$ cat src/rtl/hqm_list_sel_pipe_qid2cqidx_cfg_ctrl.sv
// Purpose : config-side controller for the packed 512x8b(+parity) qid2cqidx RAM:
//           init sweep, serialized cfg byte write/read, parity gen/check, pipe read-block.
// Latency : write accepted at T -> ram_we T+1, rsp T+4; read accepted at T -> ram_re T+1, rsp T+3.
// Backpr. : cfg_req_ready only in IDLE; cfg_rsp has no backpressure; pipe reads are
//           dropped while pipe_rd_block is high.
//
// Ports:
//   clk, rst_n                        pipe clock, async active-low reset
//   cfg_req_*_i / cfg_req_ready_o     config request (valid/ready)
//   cfg_rsp_*_o                       one-cycle response pulse with read byte / parity error
//   par_err_cnt_o, init_done_o        saturating error count, sticky init-complete
//   pipe_re_i, pipe_raddr_i           list_sel pipeline read request
//   pipe_rd_block_o, pipe_par_err_o   pipeline read-block, pipeline parity error pulse
//   ram_*                             packed RAM write/read port
//
// Build option: define HQM_LSP_QID2CQIDX_PIPE_PAR_CHK_EN to parity-check pipeline reads
// (pipe_par_err_o pulses two cycles after the read and the error counter includes them).
// Without it pipe_par_err_o is tied low.
module hqm_list_sel_pipe_qid2cqidx_cfg_ctrl (
  input  logic       clk,
  input  logic       rst_n,
  input  logic       cfg_req_v_i,
  output logic       cfg_req_ready_o,
  input  logic       cfg_req_write_i,
  input  logic [8:0] cfg_req_addr_i,
  input  logic [7:0] cfg_req_wdata_i,
  output logic       cfg_rsp_v_o,
  output logic [7:0] cfg_rsp_rdata_o,
  output logic       cfg_rsp_par_err_o,
  output logic [7:0] par_err_cnt_o,
  output logic       init_done_o,
  input  logic       pipe_re_i,
  input  logic [8:0] pipe_raddr_i,
  output logic       pipe_rd_block_o,
  output logic       pipe_par_err_o,
  output logic       ram_we_o,
  output logic [8:0] ram_waddr_o,
  output logic [7:0] ram_wdata_o,
  output logic       ram_wdata_parity_o,
  output logic       ram_re_o,
  output logic [8:0] ram_raddr_o,
  input  logic [7:0] ram_rdata_i,
  input  logic       ram_rdata_parity_i
);

  typedef enum logic [1:0] {ST_INIT, ST_IDLE, ST_WR, ST_RD} state_e;

  state_e     state_q, state_d;
  logic [1:0] wcnt_q, wcnt_d;
  logic [8:0] icnt_q, icnt_d;
  logic [8:0] addr_q, addr_d;
  logic [7:0] data_q, data_d;
  logic       init_done_q, init_done_d;
  logic       rd_cap_q;
  logic       rsp_v_q, rsp_v_d;
  logic [7:0] rsp_rdata_q, rsp_rdata_d;
  logic       rsp_par_err_q;
  logic [7:0] err_cnt_q, err_cnt_d;

  logic is_idle, cfg_acc, pipe_issue, rd_par_bad, cfg_err, pipe_err;

  assign is_idle         = (state_q == ST_IDLE);
  assign cfg_acc         = is_idle & cfg_req_v_i;
  assign cfg_req_ready_o = is_idle;
  assign pipe_rd_block_o = ~is_idle;
  assign pipe_issue      = is_idle & pipe_re_i;

  // RAM write port: init sweep writes zero to icnt, cfg write uses latched addr/data.
  always_comb begin
    ram_we_o    = 1'b0;
    ram_waddr_o = 9'd0;
    ram_wdata_o = 8'd0;
    if (wcnt_q == 2'd0) begin
      if (state_q == ST_INIT) begin
        ram_we_o    = 1'b1;
        ram_waddr_o = icnt_q;
      end else if (state_q == ST_WR) begin
        ram_we_o    = 1'b1;
        ram_waddr_o = addr_q;
        ram_wdata_o = data_q;
      end
    end
  end
  assign ram_wdata_parity_o = ^ram_wdata_o;

  // RAM read port: the config read owns the port in RD, otherwise pass pipe reads through.
  assign ram_re_o    = pipe_issue | (state_q == ST_RD);
  assign ram_raddr_o = (state_q == ST_RD) ? addr_q : (pipe_issue ? pipe_raddr_i : 9'd0);

  assign rd_par_bad = ^{ram_rdata_i, ram_rdata_parity_i};
  assign cfg_err    = rd_cap_q & rd_par_bad;

`ifdef HQM_LSP_QID2CQIDX_PIPE_PAR_CHK_EN
  logic pipe_chk_q, pipe_par_err_q;
  assign pipe_err       = pipe_chk_q & rd_par_bad;
  assign pipe_par_err_o = pipe_par_err_q;
  always_ff @(posedge clk or negedge rst_n) begin
    if (!rst_n) begin
      pipe_chk_q     <= 1'b0;
      pipe_par_err_q <= 1'b0;
    end else begin
      pipe_chk_q     <= pipe_issue;
      pipe_par_err_q <= pipe_err;
    end
  end
`else
  assign pipe_err       = 1'b0;
  assign pipe_par_err_o = 1'b0;
`endif

  always_comb begin
    state_d     = state_q;
    wcnt_d      = wcnt_q;
    icnt_d      = icnt_q;
    addr_d      = addr_q;
    data_d      = data_q;
    init_done_d = init_done_q;
    case (state_q)
      ST_INIT: begin
        // wcnt resets to 3 so the cycle right after reset release is a dead cycle.
        if (wcnt_q == 2'd3) begin
          wcnt_d = 2'd0;
        end else if (wcnt_q == 2'd2) begin
          wcnt_d = 2'd0;
          icnt_d = icnt_q + 9'd1;
          if (icnt_q == 9'd511) begin
            state_d     = ST_IDLE;
            init_done_d = 1'b1;
          end
        end else begin
          wcnt_d = wcnt_q + 2'd1;
        end
      end
      ST_IDLE: begin
        if (cfg_acc) begin
          addr_d = cfg_req_addr_i;
          wcnt_d = 2'd0;
          if (cfg_req_write_i) begin
            data_d  = cfg_req_wdata_i;
            state_d = ST_WR;
          end else begin
            state_d = ST_RD;
          end
        end
      end
      ST_WR: begin
        if (wcnt_q == 2'd2) begin
          wcnt_d  = 2'd0;
          state_d = ST_IDLE;
        end else begin
          wcnt_d = wcnt_q + 2'd1;
        end
      end
      default: state_d = ST_IDLE; // ST_RD lasts one cycle
    endcase
  end

  // Write response after the hold window; read response one cycle after the RAM returns data.
  assign rsp_v_d     = ((state_q == ST_WR) && (wcnt_q == 2'd2)) | rd_cap_q;
  assign rsp_rdata_d = rd_cap_q ? ram_rdata_i : 8'd0;
  assign err_cnt_d   = ((cfg_err | pipe_err) && (err_cnt_q != 8'hFF)) ? err_cnt_q + 8'd1 : err_cnt_q;

  always_ff @(posedge clk or negedge rst_n) begin
    if (!rst_n) begin
      state_q       <= ST_INIT;
      wcnt_q        <= 2'd3;
      icnt_q        <= 9'd0;
      addr_q        <= 9'd0;
      data_q        <= 8'd0;
      init_done_q   <= 1'b0;
      rd_cap_q      <= 1'b0;
      rsp_v_q       <= 1'b0;
      rsp_rdata_q   <= 8'd0;
      rsp_par_err_q <= 1'b0;
      err_cnt_q     <= 8'd0;
    end else begin
      state_q       <= state_d;
      wcnt_q        <= wcnt_d;
      icnt_q        <= icnt_d;
      addr_q        <= addr_d;
      data_q        <= data_d;
      init_done_q   <= init_done_d;
      rd_cap_q      <= (state_q == ST_RD);
      rsp_v_q       <= rsp_v_d;
      rsp_rdata_q   <= rsp_rdata_d;
      rsp_par_err_q <= cfg_err;
      err_cnt_q     <= err_cnt_d;
    end
  end

  assign cfg_rsp_v_o       = rsp_v_q;
  assign cfg_rsp_rdata_o   = rsp_rdata_q;
  assign cfg_rsp_par_err_o = rsp_par_err_q;
  assign par_err_cnt_o     = err_cnt_q;
  assign init_done_o       = init_done_q;

endmodule
$ cat config.mk
export PLATFORM = sky130hd
export DESIGN_NAME = hqm_list_sel_pipe_qid2cqidx_cfg_ctrl
export DESIGN_NICKNAME = d
export VERILOG_FILES = /design/src/rtl/hqm_list_sel_pipe_qid2cqidx_cfg_ctrl.sv
export SDC_FILE = /design/constraint.sdc
export NUM_CORES = 1
export LEC_CHECK = 0
export CAP_MARGIN = 20
export CORE_ASPECT_RATIO = 1.2
export CORE_UTILIZATION = 35
export DETAILED_ROUTE_END_ITERATION = 8
export PLACE_DENSITY_LB_ADDON = 0.08
export SKIP_LAST_GASP = 1
export SLEW_MARGIN = 20
export SYNTH_ARGS = -nofsm -noshare
export SYNTH_HDL_FRONTEND = slang
export SYNTH_SLANG_ARGS = --single-unit
$ cat constraint.sdc
create_clock -name clk -period 2.56 [get_ports clk]
set_input_delay 0.512 -clock clk [delete_from_list [all_inputs] [get_ports clk]]
set_output_delay 0.512 -clock clk [all_outputs]
set_load 0.02 [all_outputs]
==> impl_results.md, run 1 <==
- Synthesis Warnings: 0
- CP Buf/Inv Count: 4
- Power Total: 1.49 mW
- Post-Syn Instances: 217
- Max Slew Vio Count: 0
- Hpwl dp: 4.22 mm
- Sequential area share after synthesis: 49.1%
- Crit Path Class: reg -> out
- CTS Buf Count: 5
- Initial antenna violation count: 0
- Critical Path Sink Type: output port
- Maxcap violations: 0
- PwrDens: 406 nW/um^2
- Max stage delay on crit path: 430 ps
- DP Worst Slack: 10.3 ps
- Sw Pwr: 319 uW
- Type of origin of the critical path: register
- Pin count of the biggest net entering global routing: 51
- Post-synthesis compound-gate area fraction: 5.88%
- LEAKAGE: 1.91 nW
- Final Skew: 7.90 ps
- Status: complete, no violations
- Vias in the first global route: 1968
- Seq pwr share: 53.0%
- Main synth FF type: dfrtp_1
- CP top delay family: buffers and inverters
- Filler cell count: 650
- Routability cong.: 0.736
- Die Width: 80.0 um
- Most common cell after layout, fill and taps aside: clkdlybuf4s50_1
- Antenna-violating nets left: 0
- Synthesized flop and latch total: 50
- Unrepaired setup endpoints after global routing: false
- Clk pin slew, worst setup/hold paths: 90 ps
- PortBufs: 89
- CTS Sinks: 50
- Grt total ovfl: 0
- Hold Vio Cnt, Final: 0
- Die ar.: 7650 sq um
- Critical path cell sequence: inv_1, ha_1, buf_12, o21ai_1, buf_4, nor2_1, dlygate4sd2_1
- Final setup vio count: 0
- Register-to-Register Path Depth: 7
- Critical Path RT: 2050 ps
- Initial core utilization: 36.8%
- Via Count: 1906
- Reg2reg setup slack: 670 ps
- H-tree depth: 2
- First-pass GRT wire length: 9.07 mm
- Clk pwr share: 36.8%
- Die boundary height: 95.6 um
- Clk_lat worst skew: 300 ps
- Synth Area in Simple Gates: 15.0%
- Final min period: 2450 ps
- Internal Power: 1.17 mW
- EDFF count, synth: 0
- Comb power frac: 10.2%
- Syn-to-layout area delta: 43.4%
- Net count, final: 362
- Hold crit path type: in -> async
- Final worst setup slack: 108 ps
- Rows: 33
- Post-synthesis cell type count: 35
- Post-Synth Adder-Cell Area: 3.92%
- Critical R2R Launch: state_q[0]
- CORE AREA: 6940 sq um
- Worst-Margin Slew: 631 ps
- DR WL/cell: 13.8 um
- Worst Path Max Fanout: 11
- Ant diodes: 0
- Slew headroom: 57.9%
- Mean Syn Cell Area: 11.8 sq um
- Number of top-level pins: 91
- Post-synthesis xor/xnor area fraction: 10.2%
- Largest family of logic cells by synthesized area: simple AND/OR/NAND/NOR gates
- IR drop worst, VDD: 302 uV
- Starting DRT DRC Count: 27
- Sw frac: 21.4%
- Fmax: 0.408 GHz
- Arrival @ worst endpoint: 1940 ps
- Vias per cell: 4.74
- CTS tree: done
- Crit Reg-Reg Endpoint: icnt_q[5]
- Final period utilization: 95.8%
- Root Driver: clkbuf_8
- Layout cells sized above 1: 15.6%
- Post-route DRC: 0
- Commonest non-fill, non-tap cells in the layout: 60 x clkdlybuf4s50_1, 48 x dfrtp_1, 25 x dlygate4sd2_1
- Total GRT Usage: 15.5%
- Post-Route WL: 5.56 mm
- Post-CTS Setup Inserts: 0
- Syn nets: 265
- Initial DRT Pass Iterations: 4
- Synth async-reset ratio: 100%
- Multiplexer share of the synthesized area: 13.9%
- Synth Cell Area: 2550 sq um
- Max clock buf depth: 2
- Slowest stage cell, crit path: dfrtp_1
power groups by stage:
stage	clock network (mW)	registers, mW	logic (mW)
floorplan	0	0.805	0.0601
finish	0.548	0.789	0.152
CTS	0.569	0.789	0.155
detailed placement	0	0.805	0.155
global placement	0	0.805	0.153
global route	0.595	0.789	0.167
through the flow:
step	hold slack (ps)	utilization [%]	instance area, sq um	instances	TNS [ps]
after floorplan	216	-	2550	217	0
after global placement	442	51.7	3590	394	0
after detailed placement	447	51.7	3590	394	0
after CTS	336	52.8	3660	402	-141
after global routing	366	52.8	3660	402	0
final	304	52.8	3660	402	0
repair_timing:
action	CTS	global route
hold buffers	0	0
endpoints found under the setup margin	28	3
resized for setup	28	4
pin swaps	0	0
state kept, by name, indices dropped and copies added (netlist names), 2 cells and up:
register	flops
cfg_rsp_rdata_o	8
addr_q	9
icnt_q	9
par_err_cnt_o	8
data_q	8
wcnt_q	2
state_q	2
kinds of logic (layout without fill, tap and decap cells):
logic type	after synthesis	count (layout)
and+or+nand+nor	69	69
muxes	32	32
adders and majority gates	8	8
xor gates and xnor gates	25	25
buffers and inverters	12	110
AOI/OAI and AO/OA	20	20
other	1	1
DFF	50	50
worst max path at each step:
| stage | start | end | slack, ps | cells after the start |
|---|---|---|---|---|
| 2_1_floorplan | state_q[0] | ram_waddr_o[0] | 280 | 5 |
| 5_1_grt | state_q[1] | ram_waddr_o[7] | 6 | 7 |
| 3_5_place_dp | pipe_re_i | ram_raddr_o[4] | 10 | 6 |
| 6_report | state_q[0] | ram_waddr_o[6] | 110 | 7 |
| 4_1_cts | state_q[0] | ram_wdata_o[6] | -140 | 6 |
| 3_3_place_gp | pipe_re_i | ram_raddr_o[1] | 40 | 6 |
cells in the mapped netlist, drive strengths merged, types with 4 or more instances:
cell	number	area share (%)
and2	21	5.2
dfrtp	48	47
ha	8	3.9
clkbuf	4	0.59
and3	7	1.9
mux2	22	10
nand4	8	2.0
inv	6	0.88
nand2	7	1.0
nor2	15	2.2
nand3	4	0.98
xnor2	18	7.2
mux2i	10	3.9
xor2	6	2.1
a22o	10	3.4
worst reg2reg max path: cells and delay by family, from the launching register on:
family	cells	cell delay [ps]
buffers and inverters	2	260
xor gates and xnor gates	1	160
DFF	1	440
and+or+nand+nor	3	720
adders and majority gates	1	230
layout make-up:
class / instances / area, sq um / area share, %
Sequential cell: 50 / 1250 / 34.2
Multi-Input combinational cell: 155 / 1250 / 34.2
Timing Repair Buffer: 96 / 917 / 25.0
Tap cell: 87 / 109 / 2.97
Clock buffer: 5 / 68.8 / 1.88
Clock inverter: 3 / 40.0 / 1.09
Inverter: 6 / 22.5 / 0.615
layer usage:
metal / GRT usage, % / wire, um
met5: 0 / 0
met4: 4.32 / 66
met3: 3.83 / 274
met2: 27.5 / 2860
met1: 18.5 / 2360
(Power assumes the default switching activity.)
==> inputs of run 2 (changes only) <==
--- a/config.mk
+++ b/config.mk
@@ -9,7 +9,8 @@
 export CORE_ASPECT_RATIO = 1.2
 export CORE_UTILIZATION = 35
 export DETAILED_ROUTE_END_ITERATION = 8
-export PLACE_DENSITY_LB_ADDON = 0.08
+export GPL_TIMING_DRIVEN = 0
+export PLACE_DENSITY_LB_ADDON = 0.05
 export SKIP_LAST_GASP = 1
 export SLEW_MARGIN = 20
 export SYNTH_ARGS = -nofsm -noshare
==> impl_results.md, run 2 (synthesized netlist as in run 1, its figures left out) <==
- Syn-to-layout area delta: 47.3%
- Crit Path Class: reg -> out
- Biggest regs: addr_q (9), icnt_q (9)
- Post-route cell area: 3760 sq um (+2.7%)
- Final worst setup slack: -86.1 ps (-194 ps)
- Worst hold slack: 214 ps (-89.4 ps)
- Die Width: 80.0 um (unchanged)
- Final min period: 2650 ps (+194 ps)
- Sw Pwr: 331 uW (+4.0%)
- CTS tree: done
- First-pass GRT wire length: 9.22 mm (+1.6%)
- Maxcap violations: 0 (unchanged)
- Starting DRT DRC Count: 62 (+130%)
- Power Total: 1.50 mW (+0.73%)
- Clk pwr share: 37.9% (+1.1 points)
- Via Count: 1933 (+1.4%)
- Vias per cell: 4.75 (+0.17%)
- Max clock buf depth: 2 (unchanged)
- Slew headroom: 58.3% (+0.42 points)
- CORE AREA: 6940 sq um (unchanged)
- Post-Route WL: 5.57 mm (+0.20%)
- Vias in the first global route: 1951 (-0.86%)
- Initial core utilization: 36.8% (unchanged)
- Status: complete, but fails checks
- Net count, final: 367 (+1.4%)
- PwrDens: 399 nW/um^2 (-1.9%)
- Failing checks: setup timing
- Type of origin of the critical path: register
- H-tree depth: 2 (unchanged)
- Arrival @ worst endpoint: 2130 ps (+190 ps)
- Total GRT Usage: 15.5% (-0.025 points)
- Max Slew Vio Count: 0 (unchanged)
- Die boundary height: 95.6 um (unchanged)
- Layout cells sized above 1: 17.5% (+1.9 points)
- Sw frac: 22.1% (+0.70 points)
- Ant diodes: 0 (unchanged)
- Clk pin slew, worst setup/hold paths: 100 ps (about the same)
- Final Skew: 15.5 ps (+7.60 ps)
- IR drop worst, VDD: 281 uV (-6.9%)
- Worst-Margin Slew: 625 ps (-6.34 ps)
- Initial antenna violation count: 0 (unchanged)
- Critical Path RT: 2050 ps (about the same)
- Commonest non-fill, non-tap cells in the layout: 64 x clkdlybuf4s50_1, 48 x dfrtp_1, 20 x mux2_2
- Comb power frac: 9.5% (-0.7 points)
- Antenna-violating nets left: 0 (unchanged)
- Post-route DRC: 0 (unchanged)
- Dpl cell area: 3550 sq um (-1.0%)
- Routability cong.: 0.756 (+2.7%)
- LEAKAGE: 2.05 nW (+7.1%)
- Die ar.: 7650 sq um (unchanged)
- Clk_lat worst skew: 310 ps (about the same)
- Root Driver: clkbuf_8
- Hpwl dp: 4.04 mm (-4.4%)
- Number of top-level pins: 91 (unchanged)
- Initial DRT Pass Iterations: 4 (unchanged)
- CTS Buf Count: 5 (unchanged)
- Final period utilization: 103% (+7.6 points)
- Setup TNS: -322 ps (-322 ps)
- Fmax: 0.378 GHz (-7.3%)
- Critical Path Sink Type: output port
- Seq pwr share: 52.6% (-0.4 points)
- Rows: 33 (unchanged)
- PortBufs: 89 (unchanged)
- Worst Path Max Fanout: 9 (-2)
- Internal Power: 1.17 mW (-0.17%)
- Grt total ovfl: 0 (unchanged)
- Final setup vio count: 5 (+5)
- DR WL/cell: 13.7 um (-1.0%)
- Hold crit path type: in -> async
- CTS Sinks: 50 (unchanged)
- Hold_buf cts: 0 (unchanged)
- Most common cell after layout, fill and taps aside: clkdlybuf4s50_1
- Hold Vio Cnt, Final: 0 (unchanged)
- Unrepaired setup endpoints after global routing: true
- Pin count of the biggest net entering global routing: 51 (unchanged)
[run 2: final timing paths]
| kind | start | endpoint | slack, ps | cells after the start |
|---|---|---|---|---|
| max in group asynchronous | rst_n | data_q[0] | 1920 | 1 |
| worst min-delay path | rst_n | par_err_cnt_o[5] | 210 | 1 |
| worst min register to register | init_done_o | init_done_o | 470 | 1 |
| worst max register to register | state_q[0] | icnt_q[5] | 720 | 7 |
| worst max-delay path | state_q[0] | ram_wdata_o[7] | -90 | 5 |
| min in group clk | init_done_o | init_done_o | 470 | 1 |
[run 2: cell type report]
type / count / area [sq um]
Fill cell: 656 / 3170
Tap cell: 87 / 109
Timing Repair Buffer: 95 / 942
Inverter: 6 / 22.5
Buffer: 5 / 33.8
Sequential cell: 50 / 1250
Clock inverter: 2 / 38.8
Clock buffer: 6 / 72.6
Multi-Input combinational cell: 156 / 1290
[run 2: what timing repair did]
item,in CTS,in global routing
pin swaps,1,2
buffers inserted,4,2
endpoints found under the setup margin,29,21
hold endpoints to repair,0,0
gates cloned,0,1
resized for setup,24,18
[run 2: worst max-delay path: stages (launching register included)]
cell             delay (ps)
dfrtp_1                 430
inv_1                   120
ha_2                    280
and3_4                  270
and2_1                  140
clkdlybuf4s50_1         600
[run 2: routing by layer]
metal,GRT usage [%],share of wire [%]
met4,4.46,0.95
met5,0,0
met1,18.8,42
met3,3.64,4.3
met2,27.1,52
[run 2: power groups by stage]
stage               logic [mW]  registers [mW]  clock network (mW)
floorplan               0.0601           0.805                   0
global placement         0.146           0.805                   0
detailed placement       0.146           0.805                   0
CTS                      0.146           0.789               0.586
global route             0.153           0.790               0.620
finish                   0.142           0.789               0.569
[run 2: through the flow]
step / utilization, % / instances / setup slack (ps)
2_1_floorplan: - / 217 / 279
3_3_place_gp: 51.2 / 393 / -581
3_5_place_dp: 51.2 / 393 / -484
4_1_cts: 53.5 / 404 / -143
5_1_grt: 54.2 / 407 / -196
6_report: 54.2 / 407 / -86.1
==> inputs of run 3 (changes only) <==
--- a/config.mk
+++ b/config.mk
@@ -6,8 +6,10 @@
 export NUM_CORES = 1
 export LEC_CHECK = 0
 export CAP_MARGIN = 20
+export CELL_PAD_IN_SITES_DETAIL_PLACEMENT = 0
+export CELL_PAD_IN_SITES_GLOBAL_PLACEMENT = 1
 export CORE_ASPECT_RATIO = 1.2
-export CORE_UTILIZATION = 35
+export CORE_UTILIZATION = 34
 export DETAILED_ROUTE_END_ITERATION = 8
 export GPL_TIMING_DRIVEN = 0
 export PLACE_DENSITY_LB_ADDON = 0.05
==> impl_results.md, run 3 (synthesized netlist as in run 1, its figures left out) <==
- Crit Path Class: reg -> out
- Most common cell after layout, fill and taps aside: clkdlybuf4s50_1
- Final setup vio count: 0 (-5)
- Status: complete, no violations
- Total GRT Usage: 16.1% (+0.66 points)
- Max clock buf depth: 2 (unchanged)
- IR drop worst, VDD: 186 uV (-34%)
- CTS tree: done
- Starting DRT DRC Count: 71 (+15%)
- DP Worst Slack: -441 ps (+43.6 ps)
- Clk_lat worst skew: 300 ps (about the same)
- Die Width: 81.1 um (+1.4%)
- Hpwl dp: 4.20 mm (+4.0%)
- Maxcap violations: 0 (unchanged)
- Post-Route WL: 5.87 mm (+5.3%)
- Net count, final: 365 (-0.54%)
- Syn-to-layout area delta: 46.6%
- Vias per cell: 4.77 (+0.37%)
- Ant diodes: 0 (unchanged)
- Slew headroom: 56.2% (-2.1 points)
- Post-route cell area: 3740 sq um (-0.47%)
- Die ar.: 7870 sq um (+2.9%)
- Number of top-level pins: 91 (unchanged)
- Initial core utilization: 35.1% (-1.7 points)
- Fmax: 0.406 GHz (+7.5%)
- Initial DRT Pass Iterations: 4 (unchanged)
- Root Driver: clkbuf_8
- Type of origin of the critical path: register
- Biggest regs: addr_q (9), icnt_q (9)
- CORE AREA: 7270 sq um (+4.9%)
- Hold_buf cts: 0 (unchanged)
- DR WL/cell: 14.4 um (+5.1%)
- Worst-Margin Slew: 657 ps (+32.1 ps)
- Post-route DRC: 0 (unchanged)
- Max Slew Vio Count: 0 (unchanged)
- Layout cells sized above 1: 17.0% (-0.52 points)
- Critical Path Sink Type: output port
- Utilization after layout: 51.5% (-2.8 points)
- Routability cong.: 0.726 (-4.1%)
- Grt total ovfl: 0 (unchanged)
- Hold crit path type: in -> async
- Unrepaired setup endpoints after global routing: true
- CTS Sinks: 50 (unchanged)
- Final worst setup slack: 99.5 ps (+186 ps)
- Dpl cell area: 3560 sq um (+0.11%)
- CTS Buf Count: 5 (unchanged)
- PwrDens: 378 nW/um^2 (-5.3%)
- Clk pin slew, worst setup/hold paths: 90 ps (about the same)
- First-pass GRT wire length: 9.72 mm (+5.4%)
- Final min period: 2460 ps (-186 ps)
- Rows: 34 (+3.0%)
- H-tree depth: 2 (unchanged)
- Final Skew: 8.72 ps (-6.78 ps)
- Critical Path RT: 2050 ps (about the same)
- Commonest non-fill, non-tap cells in the layout: 60 x clkdlybuf4s50_1, 48 x dfrtp_1, 20 x mux2_2
- Worst Path Max Fanout: 10 (+1)
- Via Count: 1945 (+0.62%)
- Pin count of the biggest net entering global routing: 51 (unchanged)
- PortBufs: 89 (unchanged)
- Final period utilization: 96.1% (-7.3 points)
- Vias in the first global route: 2017 (+3.4%)
- Antenna-violating nets left: 0 (unchanged)
- LEAKAGE: 2.06 nW (+0.62%)
- Initial antenna violation count: 0 (unchanged)
- Arrival @ worst endpoint: 1950 ps (-180 ps)
- Hold Vio Cnt, Final: 0 (unchanged)
- Die boundary height: 97.0 um (+1.4%)
## run 3: cell count changes in the layout (fill, tap and decap cells not counted), sizes merged
cell           change
dlygate4sd2        +7
clkdlybuf4s50      -4
buf                -3
bufinv             -1
clkbuf             -1
clkdlybuf4s15      -1
nor2               +1
## run 3: metal layers
metal	global-route usage [%]	vias up	share of wire (%)
met4	4.53	0	1.1
met2	26.8	66	49
li1	-	954	-
met3	5.00	6	7.5
met5	0	-	0
met1	19.8	919	43
## run 3: through the flow
| stage | cells | hold slack (ps) | total power [mW] | TNS [ps] |
|---|---|---|---|---|
| after floorplan | 217 | 216 | 0.865 | 0 |
| after detailed placement | 396 | 449 | 0.954 | -6860 |
| after global routing | 408 | 270 | 1.48 | -39.1 |
| final | 408 | 234 | 1.41 | 0 |
| after CTS | 407 | 259 | 1.44 | -1470 |
| after global placement | 396 | 438 | 0.954 | -36110 |
## run 3: path summary, 6_finish.rpt
path                       cells past startpoint            endpoint  slack, ps         from
min reg2reg                                    1         init_done_o        460  init_done_o
max                                            4            ram_re_o        100   state_q[1]
max reg2reg                                    6           icnt_q[7]        680    wcnt_q[1]
max in group asynchronous                      1    par_err_cnt_o[5]       1880        rst_n
min in group clk                               1         init_done_o        460  init_done_o
min                                            1  cfg_rsp_rdata_o[3]        230        rst_n
## run 3: repair_timing
| action | 4_1_cts | 5_1_grt |
|---|---|---|
| buffers inserted | 3 | 0 |
| setup endpoints to repair | 29 | 13 |
| gates cloned | 1 | 1 |
| pin swaps | 1 | 1 |
| gates resized for setup | 28 | 17 |
## run 3: cell type report
| type | count | area [sq um] |
|---|---|---|
| Fill cell | 698 | 3530 |
| Multi-Input combinational cell | 157 | 1310 |
| Sequential cell | 50 | 1250 |
| Timing Repair Buffer | 92 | 921 |
| Tap cell | 90 | 113 |
| Clock buffer | 7 | 86.3 |
| Buffer | 5 | 33.8 |
| Inverter | 6 | 22.5 |
| Clock inverter | 1 | 5.00 |
## run 3: power by group
group	switching, mW	internal (mW)	leakage [nW]
registers	0	0.789	0.682
logic	0.0607	0.0856	1.33
clock network	0.260	0.219	0.0482
total	0.320	1.09	2.06
## run 3: critical path: stages (launching register included)
cell and delay [ps]:
dfrtp_1 400, ha_2 280, clkbuf_4 230, nand2b_1 130, clkdlybuf4s50_1 600
